--- src/rtl/intr_ctrl_pkg.sv ---
// intr_ctrl_pkg
// Shared definitions for the interrupt controller: FSM state encoding and
// the default source count / source-id width.
// Build option: INTR_CTRL_SYNC_EN (see intr_ctrl.sv).
package intr_ctrl_pkg;

    localparam int N_SRC_DEF = 8;
    localparam int ID_W_DEF  = 3;

    typedef enum logic [1:0] {
        ST_IDLE    = 2'd0,
        ST_REQ     = 2'd1,
        ST_SERVICE = 2'd2
    } state_t;

endpackage

--- src/rtl/intr_prio_enc.sv ---
// intr_prio_enc
// Combinational fixed-priority encoder: the lowest-index set bit wins.
// Ports:
//   i_req   [N_SRC] request vector (pending & mask)
//   o_valid         any bit set
//   o_id    [ID_W]  index of the lowest set bit (0 when none)
module intr_prio_enc #(
    parameter int N_SRC = 8,
    parameter int ID_W  = 3
) (
    input  logic [N_SRC-1:0] i_req,
    output logic             o_valid,
    output logic [ID_W-1:0]  o_id
);

    // Scan from the top down so the last assignment is the lowest index.
    always_comb begin
        o_valid = 1'b0;
        o_id    = '0;
        for (int i = N_SRC - 1; i >= 0; i--) begin
            if (i_req[i]) begin
                o_valid = 1'b1;
                o_id    = ID_W'(i);
            end
        end
    end

endmodule

--- src/rtl/intr_ctrl.sv ---
// intr_ctrl
// Edge-triggered, maskable interrupt controller in front of cop0. Rising
// edges on i_irq latch into a pending register; the lowest-index pending and
// enabled source is requested through o_external_interrupt. The core takes
// the exception (i_ack), which clears that pending bit and puts the source in
// service until i_eret. No nesting: one source in service at a time.
//
// Handshake: o_external_interrupt is a level held while in REQ; i_ack is a
// one-cycle pulse that is only honoured in REQ, i_eret a one-cycle pulse only
// honoured in SERVICE. Pulses in other states are ignored.
//
// Build option: define INTR_CTRL_SYNC_EN to put a 2-flop synchronizer on each
// i_irq bit (request latency 4 cycles instead of 2).
//
// Ports:
//   i_clk, i_rst_n          clock, async active-low reset
//   i_irq        [N_SRC]    peripheral request levels
//   i_mask_we, i_mask_data  mask register write (1 = enabled)
//   i_ack, i_eret           exception taken / eret executed
//   o_external_interrupt    request to cop0 (state REQ)
//   o_irq_id     [ID_W]     requested / in-service source id
//   o_pending    [N_SRC]    pending register
//   o_mask       [N_SRC]    mask register
//   o_busy                  state SERVICE
//   o_dbg_state  [2]        FSM state (debug observation)
module intr_ctrl
    import intr_ctrl_pkg::*;
#(
    parameter int N_SRC = N_SRC_DEF,
    parameter int ID_W  = ID_W_DEF
) (
    input  logic             i_clk,
    input  logic             i_rst_n,
    input  logic [N_SRC-1:0] i_irq,
    input  logic             i_mask_we,
    input  logic [N_SRC-1:0] i_mask_data,
    input  logic             i_ack,
    input  logic             i_eret,
    output logic             o_external_interrupt,
    output logic [ID_W-1:0]  o_irq_id,
    output logic [N_SRC-1:0] o_pending,
    output logic [N_SRC-1:0] o_mask,
    output logic             o_busy,
    output logic [1:0]       o_dbg_state
);

    state_t             state, state_nxt;
    logic [ID_W-1:0]    id_nxt;
    logic               ack_take;
    logic [N_SRC-1:0]   irq_s;
    logic [N_SRC-1:0]   irq_prev;
    logic [N_SRC-1:0]   rise;
    logic [N_SRC-1:0]   ack_clr;
    logic               win_valid;
    logic [ID_W-1:0]    win_id;

`ifdef INTR_CTRL_SYNC_EN
    logic [N_SRC-1:0] sync1, sync2;

    always_ff @(posedge i_clk or negedge i_rst_n) begin
        if (!i_rst_n) begin
            sync1 <= '0;
            sync2 <= '0;
        end else begin
            sync1 <= i_irq;
            sync2 <= sync1;
        end
    end

    assign irq_s = sync2;
`else
    assign irq_s = i_irq;
`endif

    // Edge registers reset to 0, so a line already high at reset release is
    // seen as an event; firmware masks or clears it.
    assign rise = irq_s & ~irq_prev;

    intr_prio_enc #(
        .N_SRC (N_SRC),
        .ID_W  (ID_W)
    ) u_prio (
        .i_req   (o_pending & o_mask),
        .o_valid (win_valid),
        .o_id    (win_id)
    );

    always_comb begin
        state_nxt = state;
        id_nxt    = o_irq_id;
        ack_take  = 1'b0;
        case (state)
            ST_IDLE: begin
                if (win_valid) begin
                    state_nxt = ST_REQ;
                    id_nxt    = win_id;
                end
            end
            ST_REQ: begin
                if (!win_valid) begin
                    state_nxt = ST_IDLE;
                end else if (i_ack) begin
                    // id frozen: it names the source now in service
                    state_nxt = ST_SERVICE;
                    ack_take  = 1'b1;
                end else begin
                    id_nxt = win_id;
                end
            end
            ST_SERVICE: begin
                if (i_eret) state_nxt = ST_IDLE;
            end
            default: state_nxt = ST_IDLE;
        endcase
    end

    always_comb begin
        ack_clr = '0;
        if (ack_take) ack_clr[o_irq_id] = 1'b1;
    end

    always_ff @(posedge i_clk or negedge i_rst_n) begin
        if (!i_rst_n) begin
            state     <= ST_IDLE;
            o_irq_id  <= '0;
            o_pending <= '0;
            o_mask    <= '1;
            irq_prev  <= '0;
        end else begin
            state     <= state_nxt;
            o_irq_id  <= id_nxt;
            // A new edge on the bit being acked wins over the clear.
            o_pending <= (o_pending & ~ack_clr) | rise;
            irq_prev  <= irq_s;
            if (i_mask_we) o_mask <= i_mask_data;
        end
    end

    assign o_external_interrupt = (state == ST_REQ);
    assign o_busy               = (state == ST_SERVICE);
    assign o_dbg_state          = state;

endmodule

--- config.mk ---
export PLATFORM = sky130hd
export DESIGN_NAME = intr_ctrl
export DESIGN_NICKNAME = d
export VERILOG_FILES = /design/src/rtl/intr_ctrl_pkg.sv /design/src/rtl/intr_prio_enc.sv /design/src/rtl/intr_ctrl.sv
export SDC_FILE = /design/constraint.sdc
export NUM_CORES = 1
export LEC_CHECK = 0
export CELL_PAD_IN_SITES_DETAIL_PLACEMENT = 1
export CELL_PAD_IN_SITES_GLOBAL_PLACEMENT = 2
export CORE_AREA = 2 2 69 71
export CTS_BUF_LIST = sky130_fd_sc_hd__clkbuf_4
export DETAILED_ROUTE_END_ITERATION = 16
export DIE_AREA = 0 0 71 73
export GPL_ROUTABILITY_DRIVEN = 0
export GPL_TIMING_DRIVEN = 0
export HOLD_SLACK_MARGIN = 0.15
export PLACE_DENSITY = 0.75
export SYNTH_ARGS = -nofsm -noshare
export SYNTH_HDL_FRONTEND = slang
export SYNTH_SLANG_ARGS = --single-unit
--- constraint.sdc ---
create_clock -name i_clk -period 1.8 [get_ports i_clk]
set_input_delay 0.45 -clock i_clk [delete_from_list [all_inputs] [get_ports i_clk]]
set_output_delay 0.45 -clock i_clk [all_outputs]
set_load 0.005 [all_outputs]
==> results.json, run 1 <==
{
  "netlist-cell-type-count": 25,
  "crit_arrival_ps": 1300,
  "num-nets-final": 184,
  "syn_area_per_cell_um2": 11.6,
  "area_growth_pct": 52.6,
  "setup_violations": 0,
  "cts.sinks": 29,
  "crit_fanout": 6,
  "drt_wl_total_um": 3190,
  "drc_errors": 0,
  "worst-path-buf-inv": 1,
  "num_rows": 25,
  "final_cell_mix": "30 x clkdlybuf4s50_1, 19 x dfrtp_1, 11 x inv_1",
  "hold_viol": 0,
  "grt_max_degree": 30,
  "slowest_stage": "clkdlybuf4s50_1",
  "synthMuxAreaShare_pct": 7.48,
  "power_uw": 2160,
  "cpPeakStageDelay_ps": 530,
  "cp.required_ps": 1350,
  "netlist_area_um2": 1200,
  "total_leakage_power_uw": 0.000804,
  "worstPathCellList": "clkdlybuf4s50_1",
  "detail_route.vias_per_cell": 4.64,
  "cts_root_buffer": "clkbuf_4",
  "slew_violations": 0,
  "max_freq_mhz": 572,
  "yosysWarnings": 0,
  "fin_crit_ps": 1750,
  "clk_path_buf_depth": 2,
  "synth-compound-area-share_pct": 16.1,
  "antenna_found_initial": 0,
  "grt_overflow_total": 0,
  "antenna_cells": 0,
  "synth_xor_area_share_pct": 0,
  "synth_top_family_by_area": "compound AO/OA/AOI/OAI gates",
  "syn_inst": 104,
  "cts_max_level": 2,
  "relSlewSlack_pct": 57.0,
  "num_vias": 1011,
  "drive_gt1_share_pct": 26.2,
  "cts_tree": "built",
  "syn_nets": 125,
  "cts_made_buffers": 5,
  "io_buffers": 42,
  "layout_commonest_cell": "clkdlybuf4s50_1",
  "post-route-util_pct": 40.5,
  "maxCapViolations": 0,
  "endpoint_kind": "primary output",
  "ys_ff_latch": 29,
  "period_share_pct": 97.1,
  "start_kind": "flip-flop",
  "first_global_vias": 1073,
  "holdWs_ps": 144,
  "grt_usage_pct": 13.9,
  "die_w_um": 71,
  "cp_top_family": "buffers and inverters",
  "ys_seq_area_share_pct": 61.1,
  "die_h_um": 73,
  "irDropWorstVdd_uv": 293,
  "clock_skew_ps": 7.96,
  "start_util_pct": 26.5,
  "core_area_um2": 4540,
  "synthTopCellsByArea": "dfrtp_1 44%, dfstp_2 17%, mux2_2 7.5%, o21ai_0 3.7%, inv_1 3.4%",
  "yosys.area_share.simple_pct": 10.6,
  "synth_top_area_share_pct": 43.7,
  "die_area_um2": 5180,
  "hpwl_um": 2340,
  "cellPowerDensity_nw_per_um2": 1170,
  "synth_top_area_cell": "dfrtp_1",
  "crit_type": "flip-flop to primary output",
  "worstHoldPathType": "input port to async pin",
  "grt_pass1_wl_um": 5470,
  "antenna_left": 0,
  "status": "complete, no violations",
  "detail_route.wl_per_cell_um": 14.6,
  "ios": 44,
  "insertion_delay_ps": 320,
  "grt_setup_unrepaired": "no",
  "drt-pass1-iter-count": 4,
  "drt_iter0_markers": 47,
  "ctsHoldBuffers": 0,
  "clk_pin_slew_ps": 90,
  "worstMarginPinSlew_ps": 645,
  "yosys.area_share.adder_pct": 0
}
==> sequential cells by signal, summed over array words and instances (netlist names) <==
signal	flops
o_mask	8
irq_prev	8
o_irq_id	3
o_pending	8
o_dbg_state	2
==> worst paths after layout <==
check	from	endpoint	slack, ps	cells past startpoint
setup / recovery	o_irq_id[0]$_DFFE_PN0P_	o_irq_id[0]	50	1
hold reg to reg	irq_prev[5]$_DFF_PN0_	o_pending[5]$_DFF_PN0_	410	1
setup reg to reg	o_mask[5]$_DFFE_PN1P_	o_pending[6]$_DFF_PN0_	130	6
min in group i_clk	irq_prev[5]$_DFF_PN0_	o_pending[5]$_DFF_PN0_	410	1
max in group asynchronous	i_rst_n	o_irq_id[1]$_DFFE_PN0P_	1190	1
hold / removal	i_rst_n	irq_prev[7]$_DFF_PN0_	140	1
==> routing by layer <==
metal / global-route usage [%] / vias to the layer above / wire length (µm)
li1: - / 486 / -
met1: 17.0 / 491 / 1350
met3: 4.97 / 5 / 189
met5: 0 / - / 0
met2: 22.8 / 29 / 1610
met4: 5.03 / 0 / 44
==> report_power, final <==
group / internal, µW / total (µW) / switching (µW)
registers: 804 / 963 / 160
logic: 457 / 786 / 329
clock network: 201 / 407 / 206
==> what timing repair did <==
| action | in CTS | in global routing |
|---|---|---|
| endpoints found under the setup margin | 12 | 3 |
| setup buffers | 10 | 0 |
| pin swaps | 0 | 0 |
| resized for setup | 12 | 4 |
| cloned | 0 | 0 |
==> layout make-up <==
type,instances,area (µm²)
multi-input combinational,62,434
tap,54,67.6
inverter,11,41.3
timing repair buffer,52,480
buffer,2,15.0
fill,509,2700
clock buffer,8,60.1
sequential,29,738
==> cell families after synthesis <==
group	Yosys count
AO/OA/AOI/OAI	30
AND/OR/NAND/NOR	24
flip-flops	29
buffers and inverters	13
multiplexers	8
==> synth_stat cells <==
cell type	n
o22ai_1	1
nand4_1	1
a22oi_2	1
a22o_1	1
a31oi_1	2
mux2_2	8
nand2_1	8
dfrtp_1	21
dfstp_2	8
a32o_1	2
buf_6	1
and3b_1	1
clkbuf_1	1
and4bb_2	1
and4_1	1
o21ai_1	3
nor2b_1	3
nor2_1	3
and2_1	1
nand3_1	5
a22oi_1	3
o21ai_0	9
o41ai_1	3
inv_1	11
a21oi_1	5
==> per-stage QoR <==
| step | TNS (ps) | worst slack, ps | area (µm²) | cells |
|---|---|---|---|---|
| 3_5_place_dp | -4180 | -198 | 1690 | 200 |
| 4_1_cts | 0 | 46.5 | 1820 | 218 |
| 3_3_place_gp | -3580 | -172 | 1690 | 200 |
| 5_1_grt | 0 | 4.07 | 1840 | 218 |
| 2_1_floorplan | 0 | 334 | 1200 | 104 |
| 6_report | 0 | 51.4 | 1840 | 218 |
Note: power is estimated with default switching activity, not from simulation.
==> inputs of run 2 (changes only) <==
--- a/config.mk
+++ b/config.mk
@@ -15,6 +15,8 @@
 export GPL_TIMING_DRIVEN = 0
 export HOLD_SLACK_MARGIN = 0.15
 export PLACE_DENSITY = 0.75
+export SETUP_SLACK_MARGIN = 0.2
+export SLEW_MARGIN = 20
 export SYNTH_ARGS = -nofsm -noshare
 export SYNTH_HDL_FRONTEND = slang
 export SYNTH_SLANG_ARGS = --single-unit
==> run 2 against run 1 <==
Combinational power up 28%. Routed wire length rose by 6.8%. Cell count rose by 6.0%. Sequential share of layout area fell by 2.2 points. Worst hold slack better by 3.3 ps. Critical path depth unchanged. Core utilization increased by 2.4 points. Highest routed layer unchanged.
==> results.json, run 2 (synthesized netlist as in run 1, its figures left out) <==
{
  "status": "complete, no violations",
  "clk_pin_slew_ps": 90,
  "core_area_um2": 4540,
  "num_rows": 25,
  "grt_usage_pct": 14.4,
  "maxCapViolations": 0,
  "slowest_stage": "clkdlybuf4s50_1",
  "cp.required_ps": 1350,
  "start_kind": "flip-flop",
  "holdWs_ps": 147,
  "worstHoldPathType": "input port to async pin",
  "grt_overflow_total": 0,
  "crit_type": "flip-flop to primary output",
  "drc_errors": 0,
  "cts_root_buffer": "clkbuf_4",
  "total_leakage_power_uw": 0.000848,
  "first_global_vias": 1135,
  "slew_violations": 0,
  "antenna_left": 0,
  "period_share_pct": 90.5,
  "detail_route.wl_per_cell_um": 14.7,
  "drt_wl_total_um": 3410,
  "grt_pass1_wl_um": 5710,
  "grt_setup_unrepaired": "yes",
  "ios": 44,
  "area_growth_pct": 61.5,
  "cp_top_family": "buffers and inverters",
  "antenna_found_initial": 0,
  "crit_fanout": 2,
  "finalNonFillerCells": 231,
  "detail_route.vias_per_cell": 4.63,
  "worstPathCellList": "clkdlybuf4s50_1",
  "power_uw": 2310,
  "timing.setup.tns_ps": 0,
  "reg2reg_depth": 6,
  "die_h_um": 73,
  "worst-path-stages": 1,
  "crit_arrival_ps": 1180,
  "final_cell_mix": "21 x buf_4, 20 x dlygate4sd2_1, 19 x clkdlybuf4s50_1, 19 x dfrtp_1, 11 x inv_1",
  "hold_viol": 0,
  "relSlewSlack_pct": 56.5,
  "critPathLaunch": "o_irq_id[0]$_DFFE_PN0P_",
  "n_fill_cell": 513,
  "irDropWorstVdd_uv": 340,
  "drt_iter0_markers": 29,
  "layout_commonest_cell": "buf_4",
  "reg_top3": "irq_prev (8), o_mask (8), o_pending (8)",
  "endpoint_kind": "primary output",
  "cts_tree": "built",
  "r2r_start": "o_mask[6]$_DFFE_PN1P_",
  "cpPeakStageDelay_ps": 500,
  "cts_max_level": 2,
  "fin_crit_ps": 1630,
  "die_w_um": 71,
  "num_vias": 1070,
  "cellPowerDensity_nw_per_um2": 1190,
  "start_util_pct": 26.5,
  "reg2reg_slack_ps": 200,
  "die_area_um2": 5180,
  "drive_gt1_share_pct": 34.5,
  "num-nets-final": 197,
  "setup_violations": 0,
  "cts.sinks": 29,
  "drt-pass1-iter-count": 4,
  "clock_skew_ps": 8.11,
  "dp.cells": 200,
  "ctsHoldBuffers": 0,
  "clk_path_buf_depth": 2,
  "cts_made_buffers": 5,
  "worst-path-buf-inv": 1,
  "worstSetupEndpoint": "o_irq_id[0]",
  "grt_max_degree": 30,
  "worstMarginPinSlew_ps": 652,
  "antenna_cells": 0,
  "max_freq_mhz": 614,
  "insertion_delay_ps": 320,
  "r2r_end": "o_pending[6]$_DFF_PN0_",
  "io_buffers": 42,
  "hpwl_um": 2340
}
[run 2: cell types whose count changed in the layout (fill, tap and decap cells not counted), moves of 2 or more]
cell | previous run | this run
buf_6 | 1 | 3
buf_4 | 10 | 21
a22oi_1 | 3 | 0
a22oi_2 | 1 | 4
dlygate4sd2_1 | 10 | 20
clkdlybuf4s50_1 | 30 | 19
[run 2: cell type report]
type	count	area, µm²	area share [%]
sequential	29	738	38.0
inverter	11	41.3	2.12
tap	54	67.6	3.47
buffer	2	15.0	0.772
multi-input combinational	62	457	23.5
timing repair buffer	65	566	29.1
clock buffer	8	60.1	3.09
[run 2: through the flow]
step / area (µm²) / utilization, % / setup WS [ps]
floorplan: 1200 / - / 334
global placement: 1690 / 37.3 / -172
detailed placement: 1690 / 37.2 / -44.5
CTS: 1910 / 42.1 / 49.5
global route: 1940 / 42.9 / 124
finish: 1940 / 42.9 / 171
[run 2: what timing repair did]
action | 4_1_cts | 5_1_grt
resized for setup | 30 | 8
buffers inserted | 21 | 2
setup endpoints to repair | 26 | 9
[run 2: worst min-delay path by stage]
stage,slack [ps],from,to
floorplan,150,i_rst_n,irq_prev[0]$_DFF_PN0_
global placement,390,irq_prev[5]$_DFF_PN0_,o_pending[5]$_DFF_PN0_
detailed placement,410,irq_prev[5]$_DFF_PN0_,o_pending[5]$_DFF_PN0_
CTS,150,i_rst_n,irq_prev[7]$_DFF_PN0_
global route,180,i_rst_n,irq_prev[7]$_DFF_PN0_
finish,150,i_rst_n,irq_prev[7]$_DFF_PN0_
[run 2: report_power, final]
part	internal [µW]	total (µW)	switching, µW
logic	548	1010	465
clock network	201	411	210
registers	803	884	81.0
total	1550	2310	757
[run 2: routing by layer]
metal / vias to the layer above / GRT usage, % / routed length [µm]
met5: - / 0 / 0
met1: 523 / 17.4 / 1430
met3: 6 / 4.97 / 207
met2: 26 / 24.0 / 1720
li1: 515 / - / -
met4: 0 / 5.03 / 52
